[config.mk]
export PLATFORM = sky130hd
export DESIGN_NAME = shared_dff_arbiter
export DESIGN_NICKNAME = d
export VERILOG_FILES = /design/src/rtl/shared_dff_arbiter.sv
export SDC_FILE = /design/constraint.sdc
export NUM_CORES = 1
export LEC_CHECK = 0
export CORE_AREA = 2 2 73 54
export CTS_BUF_LIST = sky130_fd_sc_hd__clkbuf_8
export CTS_CLUSTER_SIZE = 14
export DETAILED_ROUTE_END_ITERATION = 12
export DIE_AREA = 0 0 75 56
export PLACE_DENSITY = 0.92
export SYNTH_ARGS = -nofsm -noshare
export SYNTH_HDL_FRONTEND = slang
export SYNTH_SLANG_ARGS = --single-unit
[constraint.sdc]
create_clock -name clk -period 3.2 [get_ports clk]
set_clock_uncertainty 0.2 [all_clocks]
set_input_delay 0.64 -clock clk [delete_from_list [all_inputs] [get_ports clk]]
set_output_delay 0.64 -clock clk [all_outputs]
set_load 0.02 [all_outputs]
[src/rtl/shared_dff_arbiter.sv]
// Round-robin arbiter and write sequencer for one shared WIDTH-bit register.
// One requester at a time is granted and its data is captured into q. The
// requester is then acknowledged, and priority rotates past it.
//
// Handshake: req[i] is a level request that stays high until ack[i] pulses.
// gnt[i] is high for the single GRANT cycle. The register loads at the edge
// that leaves GRANT, but only if req[i] is still high at that edge; a dropped
// request aborts the write. ack[i] is high for exactly one cycle (RELEASE).
// The requester must drop req[i] in that cycle, otherwise it is re-arbitrated
// at lowest priority.
module shared_dff_arbiter #(
  parameter int               N_REQ   = 4,
  parameter int               WIDTH   = 8,
  parameter logic [WIDTH-1:0] RST_VAL = '0,
  parameter int               CNT_W   = 8
) (
  input  logic                   clk,
  input  logic                   rstb,
  input  logic [N_REQ-1:0]       req,
  input  logic [N_REQ*WIDTH-1:0] wdata,
  output logic [N_REQ-1:0]       gnt,
  output logic [N_REQ-1:0]       ack,
  output logic [WIDTH-1:0]       q,
  output logic                   busy,
  output logic [CNT_W-1:0]       wr_cnt,
  output logic [1:0]             state_dbg
);

  localparam int IDX_W = (N_REQ > 1) ? $clog2(N_REQ) : 1;
  localparam logic [IDX_W:0]   N_L    = (IDX_W+1)'(N_REQ);
  localparam logic [IDX_W-1:0] LAST_L = IDX_W'(N_REQ - 1);

  typedef enum logic [1:0] {
    IDLE    = 2'd0,
    GRANT   = 2'd1,
    RELEASE = 2'd2
  } state_t;

  state_t           state;
  logic [IDX_W-1:0] ptr;
  logic [IDX_W-1:0] win;
  logic [IDX_W-1:0] win_idx;
  logic             win_found;
  logic [IDX_W:0]   cand;

  assign state_dbg = state;

  // Find the first active request, searching upward from ptr with wrap-around.
  always_comb begin
    win_found = 1'b0;
    win_idx   = '0;
    cand      = '0;
    for (int k = 0; k < N_REQ; k++) begin
      cand = {1'b0, ptr} + (IDX_W+1)'(k);
      if (cand >= N_L) cand = cand - N_L;
      if (!win_found && req[cand[IDX_W-1:0]]) begin
        win_found = 1'b1;
        win_idx   = cand[IDX_W-1:0];
      end
    end
  end

  // Sequencer: IDLE -> GRANT -> RELEASE -> IDLE. All outputs registered.
  always_ff @(posedge clk or negedge rstb) begin
    if (!rstb) begin
      state  <= IDLE;
      ptr    <= '0;
      win    <= '0;
      gnt    <= '0;
      ack    <= '0;
      q      <= RST_VAL;
      busy   <= 1'b0;
      wr_cnt <= '0;
    end else begin
      case (state)
        IDLE: begin
          ack <= '0;
          if (win_found) begin
            win   <= win_idx;
            gnt   <= N_REQ'(1) << win_idx;
            busy  <= 1'b1;
            state <= GRANT;
          end
        end
        GRANT: begin
          gnt   <= '0;
          state <= RELEASE;
          // A request withdrawn during GRANT aborts the write. Pointer, register
          // and counter keep their values.
          if (req[win]) begin
            q      <= wdata[win*WIDTH +: WIDTH];
            ack    <= N_REQ'(1) << win;
            wr_cnt <= wr_cnt + 1'b1;
            ptr    <= (win == LAST_L) ? '0 : win + 1'b1;
          end
        end
        RELEASE: begin
          ack   <= '0;
          busy  <= 1'b0;
          state <= IDLE;
        end
        default: begin
          gnt   <= '0;
          ack   <= '0;
          busy  <= 1'b0;
          state <= IDLE;
        end
      endcase
    end
  end

endmodule

==> run_results.csv <==
group,metric,value,unit
outcome,status,"finished, final reports clean",
global_route,first_global_vias,1295,
finish,area_delta_synth_final,46.95,%
pwr,ir_worst_vdd,0.0004760,V
finish,multi_input_area,779.5,um2
floorplan,io_pins,65,
critical_path,endpoint_kind,"flip-flop",
finish,diodes,0,
finish,n_fill_cell,238,
clock_tree,numCtsBuffers,5,
floorplan,coreArea,3446,um2
floorplan,start_util,0.4695,
floorplan,dieArea,4200,um2
detailed_routing,firstDrtPassIters,4,
sta,fmax,0.4210,GHz
critical_path,start_kind,"input port",
clock_tree,cts_max_level,2,
clock_tree,clkSlewWorstSetupHoldPaths,60,ps
finish,drive_gt1_frac,0.1579,
critical_path,cp.required,3170,ps
global_route,grt_pass1_wl,6009,um
place,place_congestion,0.8386,
global_route,gr-total-overflow,0,
critical_path,r2r_slack,1080,ps
critical_path,regToRegStartpoint,"win[0]",
pwr,p_switching,0.8448,mW
critical_path,cp.arrival,2350,ps
pwr,power_frac_comb,0.531,
yosys,netlist_area,1618,um2
sta,setup_viol,0,
sta,rsz0062_at_grt,"false",
detailed_routing,drc_errors,0,
detailed_routing,drtAntennaViolNets,0,
sta,hold_violations,0,
floorplan,die_h,56,um
clock_tree,cts_tree,"done",
yosys,synth_nets,163,
yosys,postSynthCellCount,120,
critical_path,r2r_end,"q[3]",
detailed_routing,routedWlPerCell,15.32,um
pwr,power_frac_clock,0.136,
clock_tree,cts_setup_buffers,0,
sta,tns,0,ps
pwr,power_density,906.4,nW/um2
clock_tree,ctsHoldBuffers,0,
clock_tree,cts-root-buf,"clkbuf_8",
sta,slew_viol_final,0,
global_route,antenna_found_initial,0,
global_route,grt_max_degree,32,
critical_path,reg2reg_depth,4,
pwr,power_frac_seq,0.333,
floorplan,dieWidth,75,um
clock_tree,cts_sinks,31,
hold_path,worstHoldStart,"wr_cnt[7]",
floorplan,rows,18,
yosys,ys_types,33,
yosys,yosysSeqAreaShare,0.4795,
critical_path,path_class,"input port to flip-flop",
hold_path,hold_depth,1,
sta,min_period,2375,ps
detailed_routing,vias,1284,
clock_tree,cts_resized,0,
sta,relSlewSlack,0.6191,
pwr,p_int,1.310,mW
place,hpwl,2913,um
yosys,synth_area_per_cell,13.48,um2
clock_tree,cts_max_path_buffers,2,
detailed_routing,dr.first_iter.drc_count,67,
sta,worstMarginPinSlew,568.2,ps
critical_path,path_max_fanout,18,
clock_tree,clk_latency,290,ps
global_route,grt_usage,0.1948,
pwr,p_leak,1.016,nW
hold_path,hold_end,"wr_cnt[7]",
yosys,yosysWarnings,0,
finish,fin_nets,232,
detailed_routing,routed_via_density,5.350,
sta,holdWs,267.4,ps
finish,seq_area,775.7,um2
run,maxCapViolCount,0,
pwr,p_sw_frac,0.3920,
place,port_buffers,64,
yosys,synth_seq_cells,31,
sta,timing.final.crit_share,0.7423,
detailed_routing,wl,3677,um
hold_path,hold_path_class,"flip-flop to flip-flop",
## power by group through the flow
stage	Combinational [mW]	Clock [mW]	Sequential, mW
after floorplan	0.609	0	0.841
after global placement	1.11	0	0.709
after detailed placement	1.15	0	0.722
after CTS	1.16	0.302	0.717
after global routing	1.23	0.315	0.740
final	1.14	0.294	0.718
## worst max-delay path: stages
cell and delay [ps]:
clkdlybuf4s50_1 490, mux4_2 650, nand2_8 210, mux2_2 350
## flip-flops by register name (all words and copies together) (netlist names)
name and flops:
win 2, wr_cnt 8, q 8, busy 1, ack 4, ptr 2, state_dbg 2, gnt 4
## per-layer routing
metal | share of wire | track usage
met2 | 0.49 | 0.3108
met5 | 0 | 0
met3 | 0.090 | 0.07246
met1 | 0.40 | 0.2327
met4 | 0.019 | 0.08418
## kinds of logic (layout without fill, tap and decap cells)
kind of cell    after synthesis  count (layout)  synth area share
flops                        31              31            0.4795
simple gates                 29              29           0.09745
mux                          25              25            0.2390
compound gates               14              14           0.06884
buf+inv                       9              79           0.03867
xor+xnor                      7               7           0.03790
fa+ha+maj                     5               5           0.03867
## Yosys cell counts
| cell | number | area (um2) |
|---|---|---|
| nand2_8 | 1 | 20.02 |
| nor3b_1 | 1 | 7.510 |
| o31ai_1 | 1 | 7.510 |
| buf_2 | 1 | 5.000 |
| nor2_1 | 10 | 37.54 |
| buf_4 | 1 | 7.510 |
| nor4_1 | 1 | 6.260 |
| nand2_1 | 5 | 18.77 |
| nor3_1 | 1 | 5.000 |
| inv_1 | 5 | 18.77 |
| a21o_1 | 1 | 7.510 |
| xnor2_1 | 2 | 17.52 |
| and2_1 | 1 | 6.260 |
| a32o_1 | 4 | 40.04 |
| o21a_1 | 1 | 7.510 |
| a311oi_1 | 1 | 8.760 |
| ha_1 | 5 | 62.56 |
| nand4_1 | 3 | 18.77 |
| mux4_2 | 9 | 202.7 |
| mux2i_1 | 6 | 60.06 |
| a311o_1 | 1 | 10.01 |
| xor2_1 | 5 | 43.79 |
| dfrtp_1 | 31 | 775.7 |
| mux2_2 | 7 | 78.83 |
| buf_6 | 1 | 11.26 |
| nand3_1 | 3 | 15.01 |
| nand2b_1 | 2 | 12.51 |
| o22ai_1 | 1 | 6.260 |
| o22a_1 | 1 | 8.760 |
| nor3_2 | 1 | 10.01 |
| a21oi_1 | 3 | 15.01 |
| buf_12 | 1 | 20.02 |
| mux2_4 | 3 | 45.04 |
## area by class of cell
cell class              count  area share
multi-input cells          80      0.3279
flip-flops and latches     31      0.3263
repair buffers             66      0.2758
clock buffers               5     0.02895
well taps                  50     0.02632
inverters                   5    0.007895
clock inverters             3    0.006842
## how the worst max path moves through the flow
stage,to,cells after the start,slack [ps],startpoint
floorplan,ptr[1],5,1120,req[3]
global placement,q[0],4,590,req[0]
detailed placement,q[2],4,530,req[3]
CTS,wr_cnt[1],4,840,req[3]
global route,q[0],4,780,req[2]
finish,q[3],4,820,req[3]
## placed cells by master (no fill, tap or decap)
cell              n
a21oi_1           3
clkdlybuf4s50_1  64
a32o_1            4
buf_4             2
a311o_1           1
nand2_1           5
o22a_1            1
a311oi_1          1
nor3b_1           1
o22ai_1           1
nand4_1           3
nor4_1            1
nand2_8           1
o31ai_1           1
xnor2_1           2
inv_1             6
ha_1              5
o21a_1            1
mux2_2            7
clkbuf_8          5
xor2_1            5
mux4_2            9
clkinvlp_4        1
nor3_2            1
mux2i_1           6
a21o_1            1
and2_1            1
nor2_1           10
nand2b_1          2
nand3_1           3
nor3_1            1
mux2_4            3
dfrtp_1          31
clkinv_2          1
## stage by stage
step / power [mW] / setup slack [ps] / utilization / cell area [um2] / std cells
floorplan: 1.451 / 1121 / - / 1618 / 120
global placement: 1.824 / 592.5 / 0.6652 / 2292 / 232
detailed placement: 1.874 / 531.8 / 0.6652 / 2292 / 232
CTS: 2.174 / 840.1 / 0.6899 / 2377 / 240
global route: 2.280 / 781.0 / 0.6899 / 2377 / 240
finish: 2.155 / 824.8 / 0.6899 / 2377 / 240
Note: power is estimated with default switching activity, not from simulation.
